$ cat src/rtl/vram_pkg.sv
// Shared types and widths for the video RAM arbiter.
//   VRAM_AW    - video RAM address width (8 KB)
//   VRAM_DW    - video RAM data width
//   vram_tag_t - owner tag carried alongside each RAM access in flight
package vram_pkg;

  localparam int unsigned VRAM_AW = 13;
  localparam int unsigned VRAM_DW = 8;

  typedef enum logic [1:0] {
    TAG_NONE = 2'd0,
    TAG_VID  = 2'd1,
    TAG_CPU  = 2'd2
  } vram_tag_t;

endpackage

$ cat src/rtl/sat_counter.sv
// Saturating up-counter with synchronous clear.
//   clk_pix - clock, rising edge
//   reset   - asynchronous active-high reset
//   clr     - synchronous clear, wins over inc
//   inc     - increment request; ignored once the count is all-ones
//   count   - current count
module sat_counter #(
  parameter int unsigned CNT_W = 16
) (
  input  logic             clk_pix,
  input  logic             reset,
  input  logic             clr,
  input  logic             inc,
  output logic [CNT_W-1:0] count
);

  logic [CNT_W-1:0] count_d;

  always_comb begin
    count_d = count;
    if (clr) begin
      count_d = '0;
    end else if (inc && (count != '1)) begin
      count_d = count + CNT_W'(1);
    end
  end

  always_ff @(posedge clk_pix or posedge reset) begin
    if (reset) begin
      count <= '0;
    end else begin
      count <= count_d;
    end
  end

endmodule

$ cat src/rtl/vram_arbiter.sv
// Arbitrates the single-port video RAM between the video fetcher and the Z80.
// One RAM access is granted per clk_pix; its result returns two edges later.
//   clk_pix, reset                   - clock and asynchronous active-high reset
//   vid_req/vid_addr                 - video fetch strobe and address
//   vid_data/vid_valid               - fetched byte, in request order
//   cpu_req/cpu_we/cpu_addr/cpu_wdata - CPU access, held until cpu_ack
//   cpu_rdata/cpu_ack/cpu_wait_n     - CPU completion and Z80 WAIT
//   ram_addr/ram_we/ram_wdata/ram_rdata - registered VRAM port
//   stat_clr/contention_cnt          - contention statistic
//   vid_overrun                      - sticky dropped-video flag
module vram_arbiter
  import vram_pkg::*;
#(
  parameter int unsigned CPU_MAX_WAIT = 4,
  parameter int unsigned CNT_W        = 16
) (
  input  logic               clk_pix,
  input  logic               reset,
  input  logic               vid_req,
  input  logic [VRAM_AW-1:0] vid_addr,
  output logic [VRAM_DW-1:0] vid_data,
  output logic               vid_valid,
  input  logic               cpu_req,
  input  logic               cpu_we,
  input  logic [VRAM_AW-1:0] cpu_addr,
  input  logic [VRAM_DW-1:0] cpu_wdata,
  output logic [VRAM_DW-1:0] cpu_rdata,
  output logic               cpu_ack,
  output logic               cpu_wait_n,
  output logic [VRAM_AW-1:0] ram_addr,
  output logic               ram_we,
  output logic [VRAM_DW-1:0] ram_wdata,
  input  logic [VRAM_DW-1:0] ram_rdata,
  input  logic               stat_clr,
  output logic [CNT_W-1:0]   contention_cnt,
  output logic               vid_overrun
);

  // Wide enough to hold CPU_MAX_WAIT, and never zero bits wide.
  localparam int unsigned WAIT_W = $clog2(CPU_MAX_WAIT + 2);

  logic               cpu_busy_q, cpu_busy_d;
  logic [WAIT_W-1:0]  wait_cnt_q, wait_cnt_d;
  logic               buf_valid_q, buf_valid_d;
  logic [VRAM_AW-1:0] buf_addr_q, buf_addr_d;
  vram_tag_t          tag0_q, tag0_d, tag1_q;
  logic               overrun_d;
  logic [VRAM_AW-1:0] ram_addr_d;
  logic               ram_we_d;
  logic [VRAM_DW-1:0] ram_wdata_d;
  logic               cpu_elig, cpu_force;
  logic               grant_cpu, grant_buf, grant_live;

  always_comb begin
    cpu_elig   = cpu_req && !cpu_busy_q;
    cpu_force  = cpu_elig && (wait_cnt_q >= WAIT_W'(CPU_MAX_WAIT));
    grant_cpu  = 1'b0;
    grant_buf  = 1'b0;
    grant_live = 1'b0;
    if (cpu_force) begin
      grant_cpu = 1'b1;
    end else if (buf_valid_q) begin
      grant_buf = 1'b1;
    end else if (vid_req) begin
      grant_live = 1'b1;
    end else if (cpu_elig) begin
      grant_cpu = 1'b1;
    end

    // Idle: address and write data hold, no write strobe.
    ram_addr_d  = ram_addr;
    ram_we_d    = 1'b0;
    ram_wdata_d = ram_wdata;
    tag0_d      = TAG_NONE;
    if (grant_cpu) begin
      ram_addr_d = cpu_addr;
      ram_we_d   = cpu_we;
      if (cpu_we) begin
        ram_wdata_d = cpu_wdata;
      end
      tag0_d = TAG_CPU;
    end else if (grant_buf) begin
      ram_addr_d = buf_addr_q;
      tag0_d     = TAG_VID;
    end else if (grant_live) begin
      ram_addr_d = vid_addr;
      tag0_d     = TAG_VID;
    end

    // A live request that lost goes to the defer slot if it is free or being drained now.
    buf_valid_d = buf_valid_q && !grant_buf;
    buf_addr_d  = buf_addr_q;
    overrun_d   = vid_overrun;
    if (vid_req && !grant_live) begin
      if (!buf_valid_d) begin
        buf_valid_d = 1'b1;
        buf_addr_d  = vid_addr;
      end else begin
        overrun_d = 1'b1;
      end
    end

    cpu_busy_d = cpu_busy_q;
    if (tag1_q == TAG_CPU) begin
      cpu_busy_d = 1'b0;
    end
    if (grant_cpu) begin
      cpu_busy_d = 1'b1;
    end

    wait_cnt_d = wait_cnt_q;
    if (grant_cpu) begin
      wait_cnt_d = '0;
    end else if (cpu_elig) begin
      wait_cnt_d = wait_cnt_q + WAIT_W'(1);
    end
  end

  always_ff @(posedge clk_pix or posedge reset) begin
    if (reset) begin
      ram_addr    <= '0;
      ram_we      <= 1'b0;
      ram_wdata   <= '0;
      tag0_q      <= TAG_NONE;
      tag1_q      <= TAG_NONE;
      vid_valid   <= 1'b0;
      vid_data    <= '0;
      cpu_ack     <= 1'b0;
      cpu_rdata   <= '0;
      cpu_busy_q  <= 1'b0;
      wait_cnt_q  <= '0;
      buf_valid_q <= 1'b0;
      buf_addr_q  <= '0;
      vid_overrun <= 1'b0;
    end else begin
      ram_addr    <= ram_addr_d;
      ram_we      <= ram_we_d;
      ram_wdata   <= ram_wdata_d;
      tag0_q      <= tag0_d;
      tag1_q      <= tag0_q;
      vid_valid   <= (tag1_q == TAG_VID);
      cpu_ack     <= (tag1_q == TAG_CPU);
      if (tag1_q == TAG_VID) begin
        vid_data <= ram_rdata;
      end
      if (tag1_q == TAG_CPU) begin
        cpu_rdata <= ram_rdata;
      end
      cpu_busy_q  <= cpu_busy_d;
      wait_cnt_q  <= wait_cnt_d;
      buf_valid_q <= buf_valid_d;
      buf_addr_q  <= buf_addr_d;
      vid_overrun <= overrun_d;
    end
  end

  assign cpu_wait_n = !(cpu_req && !cpu_ack);

  sat_counter #(
    .CNT_W(CNT_W)
  ) u_contention (
    .clk_pix(clk_pix),
    .reset  (reset),
    .clr    (stat_clr),
    .inc    (cpu_elig && !grant_cpu),
    .count  (contention_cnt)
  );

endmodule

$ cat config.mk
export PLATFORM = sky130hd
export DESIGN_NAME = vram_arbiter
export DESIGN_NICKNAME = d
export VERILOG_FILES = /design/src/rtl/vram_pkg.sv /design/src/rtl/sat_counter.sv /design/src/rtl/vram_arbiter.sv
export SDC_FILE = /design/constraint.sdc
export NUM_CORES = 1
export LEC_CHECK = 0
export BUFFER_PORTS_ARGS = -buffer_cell sky130_fd_sc_hd__buf_2
export CORE_UTILIZATION = 40
export CTS_CLUSTER_DIAMETER = 80
export DETAILED_ROUTE_END_ITERATION = 10
export MAX_ROUTING_LAYER = met4
export PLACE_DENSITY_LB_ADDON = 0.15
export SLEW_MARGIN = 10
export SYNTH_ARGS = -nofsm -noshare
export SYNTH_HDL_FRONTEND = slang
export SYNTH_HIERARCHICAL = 1
export SYNTH_SLANG_ARGS = --single-unit
export TNS_END_PERCENT = 5
$ cat constraint.sdc
create_clock -name clk_pix -period 5.8 [get_ports clk_pix]
set_input_delay 0.87 -clock clk_pix [delete_from_list [all_inputs] [get_ports clk_pix]]
set_output_delay 0.87 -clock clk_pix [all_outputs]
set_load 0.02 [all_outputs]
==> results.toml, run 1 <==
[finish]
drive_above_1_share_pct = 38.8
fin_util_pct = 49.6
fin_nets = 473
area_growth_pct = 19.8
final_area_sq_mm = 0.00458
stdcell_count = 558

[sta]
hold_violations = 0
maxSlewHeadroom_pct = 37.3
period_needed_ps = 3060
post-route-period-util_pct = 52.7
setup_viol = 0
final_max_slew_viol_count = 0
fmax_mhz = 327
finClkSkew_ps = 9.11
rsz0062_at_grt = "no"
worst_pin_slew_ps = 941
setup_tns_ps = 0

[routing]
dr_total_vias = 2905
drt-wirelength-per-cell_um = 14.9
wl_um = 8300
firstDrtPassIters = 4
drc_errors = 0
drtIter0Drc = 73
vias_per_cell = 5.21
antenna_left = 0

[logic_synthesis]
syn_inst = 325
ys_ff_latch = 79
netlist_area_sq_mm = 0.00382
synthDominantCellAreaShare_pct = 51.7
synth_area_leaders = "dfrtp_1, mux2_2, mux2_1"
synth.avg_cell_area_sq_um = 11.8
synth_nets = 375
synth.distinct_cells = 43
yosysWarnings = 6
yosysSeqAreaShare_pct = 51.7
synth_top_area_cell = "dfrtp_1"

[min_path]
hold_path.class = "reg -> reg"
min_path_cells = 0
min-delay-start = "tag0_q[0]$_DFF_PP0_"
min_to = "tag1_q[0]$_DFF_PP0_"

[setup_path]
r2r-start = "buf_valid_q$_DFF_PP0_"
max_stage_delay_ps = 970
rrSetupSlack_ps = 2740
crit_arrival_ps = 3330
cp-start-kind = "register"
rr_worst_depth = 6
cp_cell_sequence = "o21bai_1 -> nor2_1 -> nand3_1 -> or4_4 -> or4_1 -> a21oi_1"
r2r_end = "u_contention/count[13]$_DFFE_PP0P_"
path_max_fanout = 31
crit_family = "simple AND/OR/NAND/NOR gates"
crit_slowest_cell = "dfrtp_1"
worstSetupPathType = "reg -> reg"
endpoint_kind = "register"
critPathBufInv = 0
startpoint = "buf_valid_q$_DFF_PP0_"
required_ps = 6070

[die]
die_w_um = 99.8
std_cell_rows = 35
die_y_um = 99.8
dieArea_sq_mm = 0.00995
start_util_pct = 41.4
core_sq_mm = 0.00924
ios = 106

[power_and_ir_drop]
p_leak_nw = 2.10
pwr-share-clk_pct = 23.3
seqPwrFrac_pct = 44.8
power_per_cell_area_mw_per_mm2 = 386
power.internal_mw = 1.18
ir_drop_mv = 0.150
combPwrFrac_pct = 31.9
swShare_pct = 33.6
p_switching_uw = 595
finalPower_mw = 1.77

[clock_tree]
tritoncts = "yes"
cts_made_buffers = 9
path_clk_slew_ps = 90
cts_sinks = 79
ctsHoldBuffers = 0
clockBufferDepth = 2
cts_root_buf = "clkbuf_8"
cts_setup_buffers = 0
h-tree-depth = 3
cts_resized = 0
clock_latency_ps = 350

[grt]
grt-ovfl-total = 0
grtUsageTotal_pct = 18.2
grt_max_degree = 64
grt_pass1_vias = 2824
grt_pass1_wl_um = 13800
antenna_found_initial = 1

[placement]
io_buffer_count = 105
post-dp-hpwl_um = 5610
dpl_cell_area_sq_mm = 0.00438
gp_congestion = 0.753
dp.cells = 541

[flow_run]
cap_viol_max_count = 0

[run_status]
status = "finished clean"
-- per-stage QoR --
stage	hold WS [ps]	setup WS (ps)
3_5_place_dp	335	2490
5_1_grt	365	2520
2_1_floorplan	331	3240
3_3_place_gp	333	2560
6_report	353	2740
4_1_cts	354	2770
-- state kept, by name, summed over array words and instances (netlist names) --
| name | flops |
|---|---|
| cpu_busy_q | 1 |
| wait_cnt_q | 3 |
| cpu_ack | 1 |
| buf_addr_q | 13 |
| ram_addr | 13 |
| vid_overrun | 1 |
| ram_wdata | 8 |
| vid_data | 8 |
| buf_valid_q | 1 |
| u_contention/count | 16 |
| vid_valid | 1 |
| ram_we | 1 |
| cpu_rdata | 8 |
| tag0_q | 2 |
| tag1_q | 2 |
-- worst reg2reg max path: stages, from the launching register on --
cell and delay [ps]:
dfrtp_1 970, o21bai_1 160, nor2_1 490, nand3_1 300
or4_4 510, or4_1 410, a21oi_1 140
-- cells in the mapped netlist, drive strengths merged --
cell / n
a21oi: 13
a221oi: 13
a31oi: 1
and2b: 1
and3: 1
and4: 1
buf: 13
clkbuf: 6
dfrtp: 79
dlygate4sd1: 1
ha: 2
inv: 7
mux2: 53
mux2i: 2
nand2: 9
nand2b: 19
nand3: 9
nand3b: 1
nand4: 5
nor2: 6
nor2b: 4
nor3: 17
nor4: 3
o21ai: 33
o21ba: 1
o21bai: 2
o22ai: 1
o31ai: 5
o41ai: 2
or3: 7
or4: 8
-- worst max-delay path by stage --
stage	endpoint	slack, ps	cells after the start
after CTS	u_contention/count[13]$_DFFE_PP0P_	2770	6
after detailed placement	u_contention/count[13]$_DFFE_PP0P_	2490	7
after global routing	u_contention/count[13]$_DFFE_PP0P_	2520	6
after floorplan	u_contention/count[13]$_DFFE_PP0P_	3240	8
after global placement	u_contention/count[13]$_DFFE_PP0P_	2560	7
final	u_contention/count[13]$_DFFE_PP0P_	2740	6
-- kinds of logic after synthesis --
kind of cell | Yosys count | share of synthesized area, %
AOI/OAI and AO/OA | 71 | 11.4
adders and majority gates | 2 | 0.654
buffers and inverters | 27 | 4.38
DFF | 79 | 51.7
muxes | 55 | 17.4
and+or+nand+nor | 91 | 14.4
-- power groups by stage --
stage	registers [mW]	clock network, mW	logic, mW
3_3_place_gp	0.801	0	0.564
4_1_cts	0.796	0.423	0.573
6_report	0.793	0.413	0.564
2_1_floorplan	0.920	0	0.279
3_5_place_dp	0.804	0	0.572
5_1_grt	0.816	0.445	0.609
-- layout by cell type, fill, tap and decap left out, types with 3 or more instances in the layout --
cell type  synthesis  final
nand3_1            9      9
mux2_4            10     10
o21ai_0           24     24
buf_2              5    105
inv_1              7      6
nor2_1             6      6
or4_1              6      6
a21oi_1           13     13
o21ai_1            9      9
nand2b_1          19     19
dfrtp_1           79     79
mux2_2            26     26
nor2b_1            4      4
or3_1              6      6
a221oi_1          13     13
nor4_1             3      3
nand2_1            9      9
o31ai_1            5      5
nand4_1            4      4
mux2_1            17     17
clkbuf_8           0      9
nor3_1            17     17
-- final cells by class --
cell class                      instances  area (sq um)
Antenna cell                            1          2.50
Clock buffer                           10           128
Clock inverter                          6          67.6
Fill cell                             879          4660
Inverter                                7          26.3
Multi-Input combinational cell        219          1680
Sequential cell                        79          1980
Tap cell                              129           161
Timing Repair Buffer                  107           541
-- layer usage --
metal | part of all wire (%) | vias to the layer above | wire, um | GRT usage (%)
li1 | - | 1409 | - | -
met1 | 45 | 1398 | 3770 | 23.3
met2 | 48 | 88 | 3990 | 28.5
met3 | 4.8 | 10 | 396 | 3.13
met4 | 1.8 | 0 | 150 | 7.92
met5 | 0 | - | 0 | -
Note: power is estimated with default switching activity, not from simulation.
==> run 2, diff against run 1 <==
- clock period: 5.8 -> 2.58 ns (I/O delays scaled with it)
==> results.toml, run 2 (same netlist as run 1, synthesis figures left out) <==
[routing]
drt-wirelength-per-cell_um = 15.4
vias_per_cell = 5.30
wl_um = 8680
firstDrtPassIters = 4
dr_total_vias = 2995
drc_errors = 0
drtIter0Drc = 54
antenna_left = 0

[die]
dieArea_sq_mm = 0.00995
ios = 106
start_util_pct = 41.4
die_y_um = 99.8
std_cell_rows = 35
die_w_um = 99.8
core_sq_mm = 0.00924

[setup_path]
path_max_fanout = 6
worstSetupPathType = "reg -> reg"
endpoint_kind = "register"
crit_slowest_cell = "or4_4"
crit_arrival_ps = 2460
crit_family = "simple AND/OR/NAND/NOR gates"
r2r-start = "wait_cnt_q[2]$_DFFE_PP0P_"
critPathBufInv = 0
max_stage_delay_ps = 500
required_ps = 2860
cp-start-kind = "register"
cp_cell_sequence = "o21bai_1 -> nor2_1 -> nand3_1 -> or4_4 -> or4_1 -> a21oi_1"
startpoint = "wait_cnt_q[2]$_DFFE_PP0P_"

[placement]
post-dp-hpwl_um = 5820
dpl_cell_area_sq_mm = 0.00445
gp_congestion = 0.760
io_buffer_count = 105
dp_slack_ps = 389

[run_status]
status = "finished clean"

[grt]
grt_pass1_wl_um = 14200
grt_pass1_vias = 2890
grtUsageTotal_pct = 18.7
grt_max_degree = 54
grt-ovfl-total = 0
antenna_found_initial = 0

[min_path]
hold_path.class = "in -> reg"
min-delay-start = "cpu_wdata[7]"

[power_and_ir_drop]
finalPower_mw = 4.07
power_per_cell_area_mw_per_mm2 = 871
p_leak_nw = 2.16
ir_drop_mv = 0.330

[sta]
final_max_slew_viol_count = 0
post-route-period-util_pct = 84.3
setup_viol = 0
hold_violations = 0
worst_pin_slew_ps = 749
fmax_mhz = 460
finClkSkew_ps = 8.48
layout_setup_ws_ps = 404
rsz0062_at_grt = "no"
setup_tns_ps = 0
maxSlewHeadroom_pct = 50.1
period_needed_ps = 2180

[finish]
drive_above_1_share_pct = 39.9
mostFrequentLayoutCell = "buf_2"
final_area_sq_mm = 0.00467
fin_util_pct = 50.5
top_regs = "u_contention/count (16), buf_addr_q (13), ram_addr (13)"
fin_nets = 481
area_growth_pct = 22.1
final_cell_mix = "buf_2, dfrtp_1, mux2_2"
antennaDiodeCount = 0
largest_reg_flops = 16
largest_register = "u_contention/count"

[clock_tree]
cts_resized = 0
cts_sinks = 79
h-tree-depth = 3
path_clk_slew_ps = 90
cts_made_buffers = 9
clockBufferDepth = 2
cts_root_buf = "clkbuf_8"
clock_latency_ps = 360
tritoncts = "yes"

[flow_run]
cap_viol_max_count = 0
run 2: what timing repair did:
item                                   CTS  global route
endpoints found under the hold margin   10             0
setup buffers                            0             0
hold buffers                             1             0
run 2: worst paths after layout:
kind / endpoint / slack [ps] / depth (start not counted)
setup / recovery: u_contention/count[13]$_DFFE_PP0P_ / 400 / 6
hold reg to reg: tag1_q[0]$_DFF_PP0_ / 350 / 0
hold / removal: ram_wdata[7]$_DFFE_PP0P_ / 240 / 2
setup reg to reg: u_contention/count[13]$_DFFE_PP0P_ / 400 / 6
min in group asynchronous: buf_addr_q[3]$_DFFE_PP0P_ / 520 / 3
max in group asynchronous: vid_data[7]$_DFFE_PP0P_ / 1500 / 4
run 2: area by class of cell:
type | count | area, sq um
clock buffer | 9 | 124
fill | 843 | 4570
timing repair buffer | 115 | 616
multi-input combinational | 219 | 1680
tap | 129 | 161
clock inverter | 7 | 86.3
inverter | 7 | 26.3
sequential | 79 | 1980
run 2: where the power goes:
group	internal [mW]	leakage, nW	switching (mW)
logic	0.604	1.04	0.695
registers	1.60	1.01	0.178
clock network	0.471	0.105	0.520
total	2.67	2.16	1.39
run 2: worst register-to-register path: stages (launching register included):
cell	delay, ps
dfrtp_1	450
o21bai_1	200
nor2_1	170
nand3_1	230
or4_4	500
or4_1	410
a21oi_1	150
run 2: layer usage:
layer / global-route usage (%) / vias to the layer above / part of all wire, % / wire, um
li1: - / 1419 / - / -
met1: 23.0 / 1485 / 46 / 3970
met2: 31.0 / 76 / 49 / 4280
met3: 2.92 / 15 / 3.2 / 276
met4: 7.13 / 0 / 1.8 / 156
met5: - / - / 0 / 0
run 2: metrics by stage:
stage | hold WS [ps] | instances
2_1_floorplan | 301 | 325
3_3_place_gp | 331 | 548
3_5_place_dp | 336 | 548
4_1_cts | 233 | 565
5_1_grt | 229 | 565
6_report | 239 | 565
